<file path="config.mk">
export PLATFORM = sky130hd
export DESIGN_NAME = spi_txn_queue_flat
export DESIGN_NICKNAME = d
export VERILOG_FILES = /design/src/rtl/spi_pkg.sv /design/src/rtl/spi_txn_queue_if.sv /design/src/rtl/spi_txn_queue.sv /design/src/flat_wrapper.sv
export SDC_FILE = /design/constraint.sdc
export NUM_CORES = 1
export LEC_CHECK = 0
export BUFFER_PORTS_ARGS = -buffer_cell sky130_fd_sc_hd__buf_2
export CORE_MARGIN = 2
export CORE_UTILIZATION = 50
export DETAILED_ROUTE_END_ITERATION = 10
export GPL_TIMING_DRIVEN = 0
export MAX_ROUTING_LAYER = met4
export PLACE_DENSITY = 0.74
export SYNTH_ARGS = -nofsm -noshare
export SYNTH_HDL_FRONTEND = slang
export SYNTH_SLANG_ARGS = --single-unit
</file>
<file path="constraint.sdc">
create_clock -name clk -period 4.7 [get_ports clk]
set_clock_uncertainty 0.1 [all_clocks]
set_input_delay 0.705 -clock clk [delete_from_list [all_inputs] [get_ports clk]]
set_output_delay 0.705 -clock clk [all_outputs]
set_load 0.03 [all_outputs]
</file>
<file path="src/rtl/spi_pkg.sv">
// rtl/spi_pkg.sv - shared field widths for the SPI transaction path
package spi_pkg;
  localparam int DWIDTH = 8;
  localparam int AWIDTH = 4;
endpackage

</file>
<file path="src/rtl/spi_txn_queue_if.sv">
// rtl/spi_txn_queue_if.sv - command, driver and response signals of spi_txn_queue
interface spi_txn_queue_if #(
  parameter int DWIDTH = spi_pkg::DWIDTH,
  parameter int AWIDTH = spi_pkg::AWIDTH
);
  localparam int WWIDTH = DWIDTH + AWIDTH + 5;

  logic              cmd_valid;
  logic              cmd_ready;
  logic [WWIDTH-1:0] cmd_word;
  logic [1:0]        cmd_cfg;
  logic              master_en;
  logic [WWIDTH-1:0] driver_data;
  logic [1:0]        driver_cfg;
  logic              driver_read;
  logic [AWIDTH-1:0] spi_slv_addr;
  logic [DWIDTH-1:0] spi_slv_data;
  logic              rsp_valid;
  logic              rsp_ready;
  logic [AWIDTH-1:0] rsp_addr;
  logic [DWIDTH-1:0] rsp_data;

  modport slave (
    input  cmd_valid, cmd_word, cmd_cfg, driver_read, spi_slv_addr, spi_slv_data, rsp_ready,
    output cmd_ready, master_en, driver_data, driver_cfg, rsp_valid, rsp_addr, rsp_data
  );

  modport master (
    output cmd_valid, cmd_word, cmd_cfg, driver_read, spi_slv_addr, spi_slv_data, rsp_ready,
    input  cmd_ready, master_en, driver_data, driver_cfg, rsp_valid, rsp_addr, rsp_data
  );
endinterface

</file>
<file path="src/rtl/spi_txn_queue.sv">
// rtl/spi_txn_queue.sv - command FIFO and issue FSM in front of spi_master
// Optional WAIT watchdog with sticky timeout_err: define SPI_TXN_TIMEOUT_EN.
module spi_txn_queue #(
  parameter int DWIDTH  = spi_pkg::DWIDTH,
  parameter int AWIDTH  = spi_pkg::AWIDTH,
  parameter int DEPTH   = 4,
  parameter int TIMEOUT = 1024
) (
  input  logic            clk,
  input  logic            rst,
  spi_txn_queue_if.slave  bus,
`ifdef SPI_TXN_TIMEOUT_EN
  output logic            timeout_err,
`endif
  output logic            busy
);
  localparam int WW = DWIDTH + AWIDTH + 5;
  localparam int PW = $clog2(DEPTH);

  typedef enum logic [1:0] {IDLE, ISSUE, WAIT, RESP} state_t;

  state_t          state;
  logic [WW+1:0]   mem [DEPTH];
  logic [PW:0]     wr_ptr;
  logic [PW:0]     rd_ptr;
  logic            empty;
  logic            full;
  logic            push;
  logic            pop;

  assign empty         = (wr_ptr == rd_ptr);
  assign full          = (wr_ptr[PW] != rd_ptr[PW]) && (wr_ptr[PW-1:0] == rd_ptr[PW-1:0]);
  assign bus.cmd_ready = !full;
  assign push          = bus.cmd_valid && !full;
  assign pop           = (state == IDLE) && !empty;
  assign busy          = !empty || (state != IDLE);

  always_ff @(posedge clk) begin
    if (push) begin
      mem[wr_ptr[PW-1:0]] <= {bus.cmd_cfg, bus.cmd_word};
    end
  end

  always_ff @(posedge clk or posedge rst) begin
    if (rst) begin
      wr_ptr <= '0;
      rd_ptr <= '0;
    end else begin
      if (push) wr_ptr <= wr_ptr + 1'b1;
      if (pop)  rd_ptr <= rd_ptr + 1'b1;
    end
  end

`ifdef SPI_TXN_TIMEOUT_EN
  localparam int CW = (TIMEOUT > 1) ? $clog2(TIMEOUT) : 1;
  logic [CW-1:0] wait_cnt;
`endif

  always_ff @(posedge clk or posedge rst) begin
    if (rst) begin
      state           <= IDLE;
      bus.master_en   <= 1'b0;
      bus.driver_data <= '0;
      bus.driver_cfg  <= '0;
      bus.rsp_valid   <= 1'b0;
      bus.rsp_addr    <= '0;
      bus.rsp_data    <= '0;
`ifdef SPI_TXN_TIMEOUT_EN
      wait_cnt        <= '0;
      timeout_err     <= 1'b0;
`endif
    end else begin
      bus.master_en <= 1'b0;
      case (state)
        IDLE: begin
          // The pop and the driver register load share this edge so the word is stable for the whole ISSUE cycle.
          if (!empty) begin
            {bus.driver_cfg, bus.driver_data} <= mem[rd_ptr[PW-1:0]];
            bus.master_en <= 1'b1;
            state         <= ISSUE;
          end
        end
        ISSUE: begin
          state <= WAIT;
`ifdef SPI_TXN_TIMEOUT_EN
          wait_cnt <= '0;
`endif
        end
        WAIT: begin
          if (bus.driver_read) begin
            if (bus.driver_data[WW-1]) begin
              bus.rsp_valid <= 1'b1;
              bus.rsp_addr  <= bus.spi_slv_addr;
              bus.rsp_data  <= bus.spi_slv_data;
              state         <= RESP;
            end else begin
              state <= IDLE;
            end
          end
`ifdef SPI_TXN_TIMEOUT_EN
          else if (wait_cnt == CW'(TIMEOUT - 1)) begin
            timeout_err <= 1'b1;
            state       <= IDLE;
          end else begin
            wait_cnt <= wait_cnt + 1'b1;
          end
`endif
        end
        RESP: begin
          if (bus.rsp_ready) begin
            bus.rsp_valid <= 1'b0;
            state         <= IDLE;
          end
        end
        default: state <= IDLE;
      endcase
    end
  end
endmodule

</file>
<file path="src/flat_wrapper.sv">
// flat-port wrapper written by rule: the top's interface ports become plain ports
module spi_txn_queue_flat 
#(
  parameter int DWIDTH  = spi_pkg::DWIDTH,
  parameter int AWIDTH  = spi_pkg::AWIDTH,
  parameter int DEPTH   = 4,
  parameter int TIMEOUT = 1024
)
  (clk, rst, busy, bus_cmd_valid, bus_cmd_word, bus_cmd_cfg, bus_driver_read, bus_spi_slv_addr, bus_spi_slv_data, bus_rsp_ready, bus_cmd_ready, bus_master_en, bus_driver_data, bus_driver_cfg, bus_rsp_valid, bus_rsp_addr, bus_rsp_data);
  spi_txn_queue_if #(.DWIDTH(DWIDTH), .AWIDTH(AWIDTH)) bus_i ();
  input  logic clk;
  input  logic rst;
  output logic busy;
  input wire logic [$bits(bus_i.cmd_valid)-1:0] bus_cmd_valid;
  input wire logic [$bits(bus_i.cmd_word)-1:0] bus_cmd_word;
  input wire logic [$bits(bus_i.cmd_cfg)-1:0] bus_cmd_cfg;
  input wire logic [$bits(bus_i.driver_read)-1:0] bus_driver_read;
  input wire logic [$bits(bus_i.spi_slv_addr)-1:0] bus_spi_slv_addr;
  input wire logic [$bits(bus_i.spi_slv_data)-1:0] bus_spi_slv_data;
  input wire logic [$bits(bus_i.rsp_ready)-1:0] bus_rsp_ready;
  output wire logic [$bits(bus_i.cmd_ready)-1:0] bus_cmd_ready;
  output wire logic [$bits(bus_i.master_en)-1:0] bus_master_en;
  output wire logic [$bits(bus_i.driver_data)-1:0] bus_driver_data;
  output wire logic [$bits(bus_i.driver_cfg)-1:0] bus_driver_cfg;
  output wire logic [$bits(bus_i.rsp_valid)-1:0] bus_rsp_valid;
  output wire logic [$bits(bus_i.rsp_addr)-1:0] bus_rsp_addr;
  output wire logic [$bits(bus_i.rsp_data)-1:0] bus_rsp_data;
  assign bus_i.cmd_valid = bus_cmd_valid;
  assign bus_i.cmd_word = bus_cmd_word;
  assign bus_i.cmd_cfg = bus_cmd_cfg;
  assign bus_i.driver_read = bus_driver_read;
  assign bus_i.spi_slv_addr = bus_spi_slv_addr;
  assign bus_i.spi_slv_data = bus_spi_slv_data;
  assign bus_i.rsp_ready = bus_rsp_ready;
  assign bus_cmd_ready = bus_i.cmd_ready;
  assign bus_master_en = bus_i.master_en;
  assign bus_driver_data = bus_i.driver_data;
  assign bus_driver_cfg = bus_i.driver_cfg;
  assign bus_rsp_valid = bus_i.rsp_valid;
  assign bus_rsp_addr = bus_i.rsp_addr;
  assign bus_rsp_data = bus_i.rsp_data;
  spi_txn_queue #(.DWIDTH(DWIDTH), .AWIDTH(AWIDTH), .DEPTH(DEPTH), .TIMEOUT(TIMEOUT)) u_core (.clk(clk), .rst(rst), .bus(bus_i), .busy(busy));
endmodule
</file>
==> summary.txt, run 1 <==
Clock network
  – H-tree Lvls: 4
  – # clock sinks: roughly 120
  – Root Driver: clkbuf_8
  – Max clock buf depth: 2
  – Worst-Skew Late Latency: about 0.49 ns
  – CTS tree: yes
  – Post_cts resized: 0
  – Num CTS Buffers: 17
  – Clock slew at reported path FFs: 0.06 ns

Placed design
  – GPL Wtd Cong: roughly 0.7
  – Placed cell count: approximately 400
  – HPWL Detailed: 4750 µm
  – DP Worst Slack: 2.13 ns
  – Port bufs: 70

GRT
  – Initial antenna violation count: 0
  – Overflow after GRT: 0
  – First-pass GRT wire length: 12400 µm
  – Largest net degree at the start of global routing: around 40
  – GRT Overall Usage: 0.177
  – Vias in the first global route: 2388

STA
  – Period utilization: 0.544
  – Setup violators final: 0
  – RSZ-0062 raised after global routing: no
  – Final min period: between 2 and 3 ns
  – Fin worst setup slack: between 2 and 2.5 ns
  – Max-slew headroom: 0.258
  – Maximum clock rate: 391 MHz
  – Worst Tran Pin Value: 1.11 ns
  – Total negative slack: 0 ns
  – Endpoints failing hold: 0
  – Fin. max-slew vios: 0

Pwr
  – Seq pwr share: 0.371
  – Power density over the cells: 781 nW/µm²
  – Maximum vdd drop: 0.000363 V
  – Sw Ratio: 0.334
  – P_int: 0.00290 W
  – Leakage power: 2.23 nW
  – Clock network power share: 0.271
  – Comb power frac: 0.358
  – Pwr Total: 0.00435 W
  – Sw power: 0.00145 W

Route
  – Post-DR vias/cell: between 5 and 6
  – DR DRC count: 0
  – DR vias: ~2300
  – Wl on met1: 3300 µm
  – ANT nets after route: 0
  – Met2 WL: just under 4000 µm
  – WL/cell: 18.2 µm
  – Number of DRC markers in iteration 0: 122
  – DR WL met3: 536 µm
  – Routed wire length: 7780 µm
  – DR top layer: met4
  – Initial DRT Pass Iterations: 4

Min path
  – Hold WC Path Type: in2reg
  – Worst Hold Endpoint: u_core.mem[1][2]$_DFFE_PP_
  – Hold path start: bus_cmd_word[2]
  – Hold Path Stages: 1

Finish
  – Area grow syn2layout: 23.8%
  – # fillers: approximately 620
  – Share of cells above drive strength 1: 0.470
  – Antenna cells: 0
  – Final net count: 347
  – Core Util, Final: 0.639
  – Final cell count without fillers: around 430

Critical path
  – Cells on worst reg2reg path: 3
  – Reg2Reg Capture Point: u_core.mem[1][11]$_DFFE_PP_
  – Top delay family on crit path: simple AND/OR/NAND/NOR gates
  – Crit path cell chain: xor2_1, o31a_1, and2_1
  – Buffers & Inverters on Critical Path: 0
  – Crit Path Category: reg2reg
  – Worst Setup Start Kind: flip-flop
  – Worst Path Arrival: 2.56 ns
  – Reg2Reg Setup Slack: 2.15 ns
  – Worst Path Required: 4.71 ns
  – CP max stage delay: 0.86 ns
  – Crit path capture type: flip-flop
  – CP Max Fanout: 19
  – Crit-path slowest cell: and2_1
  – Reg2reg start: u_core.wr_ptr[1]$_DFFE_PP0N_

Yosys
  – Top cell type by total area after synthesis: edfxtp_1
  – Post-synthesis register bit count: 117
  – Top FF cell, synth: edfxtp_1
  – Synth area leaders: edfxtp_1 51%, dfrtp_1 23%, mux4_2 9.5%, mux2_4 5.7%, mux2_1 2.0%
  – Post-synth top area share: 0.507
  – Mapped Cells: 215
  – Sequential fraction of the synthesis area: 0.734
  – Most frequent cells after synthesis: 76 x edfxtp_1, 41 x dfrtp_1, 19 x mux4_2, 17 x mux2_4
  – Ys async rst share: 0.350
  – Count leader, synth: edfxtp_1
  – Syn_area_per_cell: approximately 21 µm²
  – Synth unique cells: 25
  – Cell area after synthesis: 4500 µm²
  – Yosys warnings: 0
  – Post-synth EDFFs: 76
  – Syn_nets: roughly 260

Floorplan
  – Core Region: ~8700 µm²
  – I/O pins: between 70 and 80
  – FP Rows: 34
  – Die area: 9780 µm²
  – Chip height: 98.9 µm
  – Die X-Extent: 98.9 µm
  – Initial Utilization: 0.516

Run status
  – Status: finished clean

Run
  – Max Cap Viol: 0
## worst max path at each step
| stage | endpoint | from | cells after the start | slack [ns] |
|---|---|---|---|---|
| floorplan | u_core.mem[0][0]$_DFFE_PP_ | u_core.rd_ptr[1]$_DFFE_PP0P_ | 3 | 2.69 |
| global placement | u_core.mem[0][7]$_DFFE_PP_ | u_core.wr_ptr[1]$_DFFE_PP0N_ | 3 | 2.23 |
| detailed placement | u_core.mem[1][7]$_DFFE_PP_ | u_core.wr_ptr[1]$_DFFE_PP0N_ | 3 | 2.13 |
| CTS | u_core.mem[1][16]$_DFFE_PP_ | u_core.wr_ptr[1]$_DFFE_PP0N_ | 3 | 2.11 |
| global route | u_core.mem[1][9]$_DFFE_PP_ | u_core.wr_ptr[1]$_DFFE_PP0N_ | 3 | 1.95 |
| finish | u_core.mem[1][11]$_DFFE_PP_ | u_core.wr_ptr[1]$_DFFE_PP0N_ | 3 | 2.15 |
## area by class of cell
cell class                      count  area [µm²]  area share
Clock buffer                       18         418      0.0750
Tap cell                          108         135      0.0242
Timing Repair Buffer               72         380      0.0682
Sequential cell                   117        3310       0.593
Clock inverter                     14         136      0.0245
Inverter                            4        15.0     0.00269
Multi-Input combinational cell     87        1140       0.204
Buffer                              7        45.0     0.00808
## power groups by stage
stage / combinational [W] / clock [W] / sequential (W)
after floorplan: 0.000907 / 0 / 0.00189
after global placement: 0.00153 / 0 / 0.00161
after detailed placement: 0.00157 / 0 / 0.00163
after CTS: 0.00158 / 0.00120 / 0.00162
after global routing: 0.00167 / 0.00125 / 0.00166
final: 0.00156 / 0.00118 / 0.00162
## sequential cells by signal, indices dropped and copies added (netlist names)
register and cells:
u_core.bus.driver_cfg 2, u_core.bus.driver_data 17, u_core.bus.master_en 1, u_core.bus.rsp_addr 4, u_core.bus.rsp_data 8, u_core.bus.rsp_valid 1
u_core.mem 76, u_core.rd_ptr 3, u_core.state 2, u_core.wr_ptr 3
## metrics by stage
step / hold WS (ns) / area, µm²
floorplan: 0.398 / 4500
global placement: 0.369 / 4990
detailed placement: 0.384 / 5010
CTS: 0.300 / 5570
global route: 0.303 / 5570
finish: 0.325 / 5570
## layout by cell type, fill, tap and decap left out, types with 2 or more instances in the layout
cell type,netlist,routed
ha_1,5,5
mux4_2,19,19
xnor2_1,2,2
clkinvlp_4,0,2
clkbuf_16,0,16
clkinv_1,0,3
clkinv_2,0,3
o21ai_0,4,4
dfrtp_1,41,41
nand2_1,5,5
o311a_1,2,2
buf_6,2,2
edfxtp_1,76,76
clkinv_4,0,3
mux2_1,8,8
mux2_4,17,17
xor2_1,6,6
mux2_2,8,8
clkbuf_1,2,3
and2_1,3,3
inv_1,4,3
bufinv_16,0,2
buf_2,3,73
## cells by family after synthesis
| logic type | Yosys count | share of synthesized area |
|---|---|---|
| simple gates | 13 | 0.0150 |
| mux | 52 | 0.192 |
| compound gates | 9 | 0.0161 |
| buf+inv | 11 | 0.0133 |
| flops | 117 | 0.734 |
| xor+xnor | 8 | 0.0156 |
| fa+ha+maj | 5 | 0.0139 |
## what timing repair did
| action | CTS | global route |
|---|---|---|
| hold buffers | 1 | 0 |
| endpoints found under the hold margin | 1 | 0 |
| setup buffers | 0 | 0 |
## worst register-to-register path, cell delays in order (launching register included)
cell and delay (ns):
dfrtp_1 0.44, xor2_1 0.42, o31a_1 0.33, and2_1 0.86
## metal layers
metal / vias up / global-route usage
met3: 2 / 0.0518
met4: 0 / 0.0674
met5: - / -
met2: 94 / 0.278
li1: 1026 / -
met1: 1157 / 0.221
No activity file was read; power rests on OpenSTA's default activity.
==> run 2, diff against run 1 <==
- ABC_AREA: unset -> 1
- PLACE_DENSITY: 0.74 -> 0.76
- clock period: 4.7 -> 2.1 ns (I/O delays scaled with it)
==> run 2 against run 1 <==
Via count up 68%. First-iteration DRC count increased by 120%. Die area increased by 8.6%. Combinational power grew to 2.6 times the previous value. Synthesized cell count up 130%. Sequential share of layout area down 8.5 points. Critical path type is now reg2out. Clock power grew 130%.
==> summary.txt, run 2 <==
STA
  – Max-slew headroom: 0.446
  – Fin. max-slew vios: 0
  – Maximum clock rate: 490 MHz
  – Setup violators final: 0
  – Min Hold Slack: just under 0.09 ns
  – Endpoints failing hold: 0
  – Worst Tran Pin Value: 0.830 ns
  – Fin worst setup slack: 0.0591 ns
  – Final min period: slightly above 2 ns
  – Period utilization: 0.972

Clock network
  – CTS tree: yes
  – H-tree Lvls: 4
  – Max clock buf depth: 2
  – Worst-Skew Late Latency: 0.52 ns
  – Clock slew at reported path FFs: 0.06 ns
  – Root Driver: clkbuf_8
  – # clock sinks: 117
  – Num CTS Buffers: 17

Min path
  – Hold path start: bus_driver_read
  – Hold Path Stages: 5
  – Worst Hold Endpoint: u_core.state[0]$_DFFE_PP0P_
  – Hold WC Path Type: in2reg

Placed design
  – Port bufs: 70
  – GPL Wtd Cong: ~0.85
  – DP Worst Slack: -0.386 ns
  – HPWL Detailed: 6510 µm

GRT
  – First-pass GRT wire length: 17000 µm
  – Largest net degree at the start of global routing: between 40 and 50
  – Met3 usage: 0.0692
  – Initial antenna violation count: 0
  – Vias in the first global route: 3712
  – Gr busiest metal: met2
  – GR Layer Usage met1: 0.255
  – GRT Overall Usage: 0.226
  – Overflow after GRT: 0
  – M2 GR Usage: 0.362

Yosys
  – Top FF cell, synth: edfxtp_1
  – Mapped Cells: between 400 and 500
  – Count leader, synth: nand2_1
  – Most frequent cells after synthesis: 224 x nand2_1, 76 x edfxtp_1, 57 x nand3_1, 50 x inv_1, 41 x dfrtp_1
  – Cell area after synthesis: 4910 µm²
  – Syn_nets: 537
  – Post-synthesis register bit count: 117
  – Top cell type by total area after synthesis: edfxtp_1
  – Post-synth top area share: 0.465
  – Ys async rst share: 0.350
  – Yosys warnings: 0
  – Post-synth EDFFs: 76
  – Sequential fraction of the synthesis area: 0.674
  – Syn_area_per_cell: 9.90 µm²
  – Synth area leaders: edfxtp_1 46%, dfrtp_1 21%, nand2_1 17%, nand3_1 5.8%, inv_1 3.8%
  – Synth unique cells: 20

Floorplan
  – Die X-Extent: 103 µm
  – FP Rows: 36
  – Chip height: 103 µm
  – Core Region: 9640 µm²
  – Die area: approximately 11000 µm²
  – Initial Utilization: 0.509
  – I/O pins: a little over 70

Critical path
  – Crit-path slowest cell: dfrtp_2
  – Critical Path Stages: 5
  – Buffers & Inverters on Critical Path: 2
  – Crit path capture type: output pin
  – Crit path cell chain: inv_2, nand2_1, nand2_2, nand4_1, buf_4
  – Cells on worst reg2reg path: 8
  – CP max stage delay: about 0.45 ns
  – Worst Path Arrival: around 1.6 ns
  – Crit Path Category: reg2out
  – Top delay family on crit path: flip-flops
  – Worst Setup Start Kind: flip-flop
  – Reg2reg start: u_core.state[1]$_DFFE_PP0P_
  – CP Max Fanout: 5
  – Worst Path Required: 1.68 ns
  – Reg2Reg Capture Point: u_core.bus.rsp_data[3]$_DFFE_PP0P_
  – Reg2Reg Setup Slack: ~0.15 ns

Pwr
  – Power density over the cells: 1580 nW/µm²
  – Maximum vdd drop: 0.000769 V
  – Leakage power: 3.14 nW

Route
  – DR DRC count: 0
  – Post-DR vias/cell: just under 5
  – Routed wire length: 11300 µm
  – Number of DRC markers in iteration 0: 271
  – ANT nets after route: 0
  – Initial DRT Pass Iterations: 5
  – DR vias: 3820
  – WL/cell: 14.7 µm

Finish
  – Area taken by multi-input logic gates: 1370 µm²
  – # fillers: 667
  – Antenna cells: 0
  – Area grow syn2layout: 32.6%
  – Register area: 3310 µm²
  – Max reg flops: 76
  – Commonest non-fill, non-tap cell in the layout: nand2_1
  – Share of cells above drive strength 1: 0.219
  – Final net count: 667
  – Most frequent cells in the layout: 223 x nand2_1, 81 x buf_2, 76 x edfxtp_1

Run status
  – Status: finished clean

Run
  – Max Cap Viol: 0
-- run 2: changes by cell type in the layout (fill, tap and decap cells not counted), sizes merged, moves of 3 or more --
cell         before  now
xor2              6    2
buf              76   89
clkinv            9    6
nand3             0   58
dlygate4sd3       1   35
clkbuf           20   24
mux2             33    0
inv               5   57
and2              3    0
nand2             5  226
mux4             19    0
nor2              1    7
-- run 2: logic make-up after synthesis --
logic type	Yosys count	synth area share
and+or+nand+nor	294	0.244
DFF	117	0.674
buffers and inverters	74	0.0599
adders and majority gates	5	0.0127
AOI/OAI and AO/OA	3	0.00306
xor gates and xnor gates	3	0.00688
-- run 2: metal layers --
metal	up-vias	share of wire
li1	1842	-
met1	1802	0.40
met2	156	0.51
met3	20	0.074
met4	0	0.017
met5	-	0
-- run 2: tightest hold or removal path, cell delays in order --
cell	delay, ns
buf_2	0.12
inv_1	0.06
nand2_1	0.07
nand2_1	0.07
nor2_1	0.03
-- run 2: worst max-delay path by stage --
stage	to	from	slack, ns
final	busy	u_core.wr_ptr[0]$_DFFE_PP0N_	0.06
after global routing	busy	u_core.rd_ptr[2]$_DFFE_PP0P_	-0.02
after detailed placement	u_core.mem[1][10]$_DFFE_PP_	u_core.wr_ptr[0]$_DFFE_PP0N_	-0.39
after floorplan	u_core.mem[0][0]$_DFFE_PP_	u_core.wr_ptr[0]$_DFFE_PP0N_	-0.11
after CTS	busy	u_core.wr_ptr[0]$_DFFE_PP0N_	0.0006
after global placement	u_core.mem[2][10]$_DFFE_PP_	u_core.wr_ptr[0]$_DFFE_PP0N_	-0.35
-- run 2: power breakdown --
part	total [W]	internal (W)	leakage, nW	switching, W
sequential	0.00356	0.00320	1.20	0.000365
combinational	0.00404	0.00125	1.67	0.00278
clock	0.00272	0.00169	0.266	0.00103
-- run 2: through the flow --
stage	util	TNS, ns	cell area (µm²)	std cells	power (W)
2_1_floorplan	-	-8.24	4920	496	0.00613
5_1_grt	0.676	-0.0205	6510	772	0.0109
3_3_place_gp	0.564	-24.89	5440	699	0.00710
4_1_cts	0.671	0	6470	771	0.0102
6_report	0.676	0	6510	772	0.0103
3_5_place_dp	0.564	-28.49	5440	699	0.00721
-- run 2: what timing repair did --
action	CTS	global route
hold buffers	35	0
gates resized for setup	6	11
cloned	0	0
pin swaps	2	2
setup endpoints to repair	77	2
hold endpoints to repair	132	0
setup buffers	5	1
-- run 2: cell type report --
cell class	instances	area share
clock buffers	17	0.0636
flip-flops and latches	117	0.509
repair buffers	111	0.123
inverters	54	0.0311
multi-input cells	305	0.210
clock inverters	15	0.0238
well taps	133	0.0256
plain buffers	20	0.0140
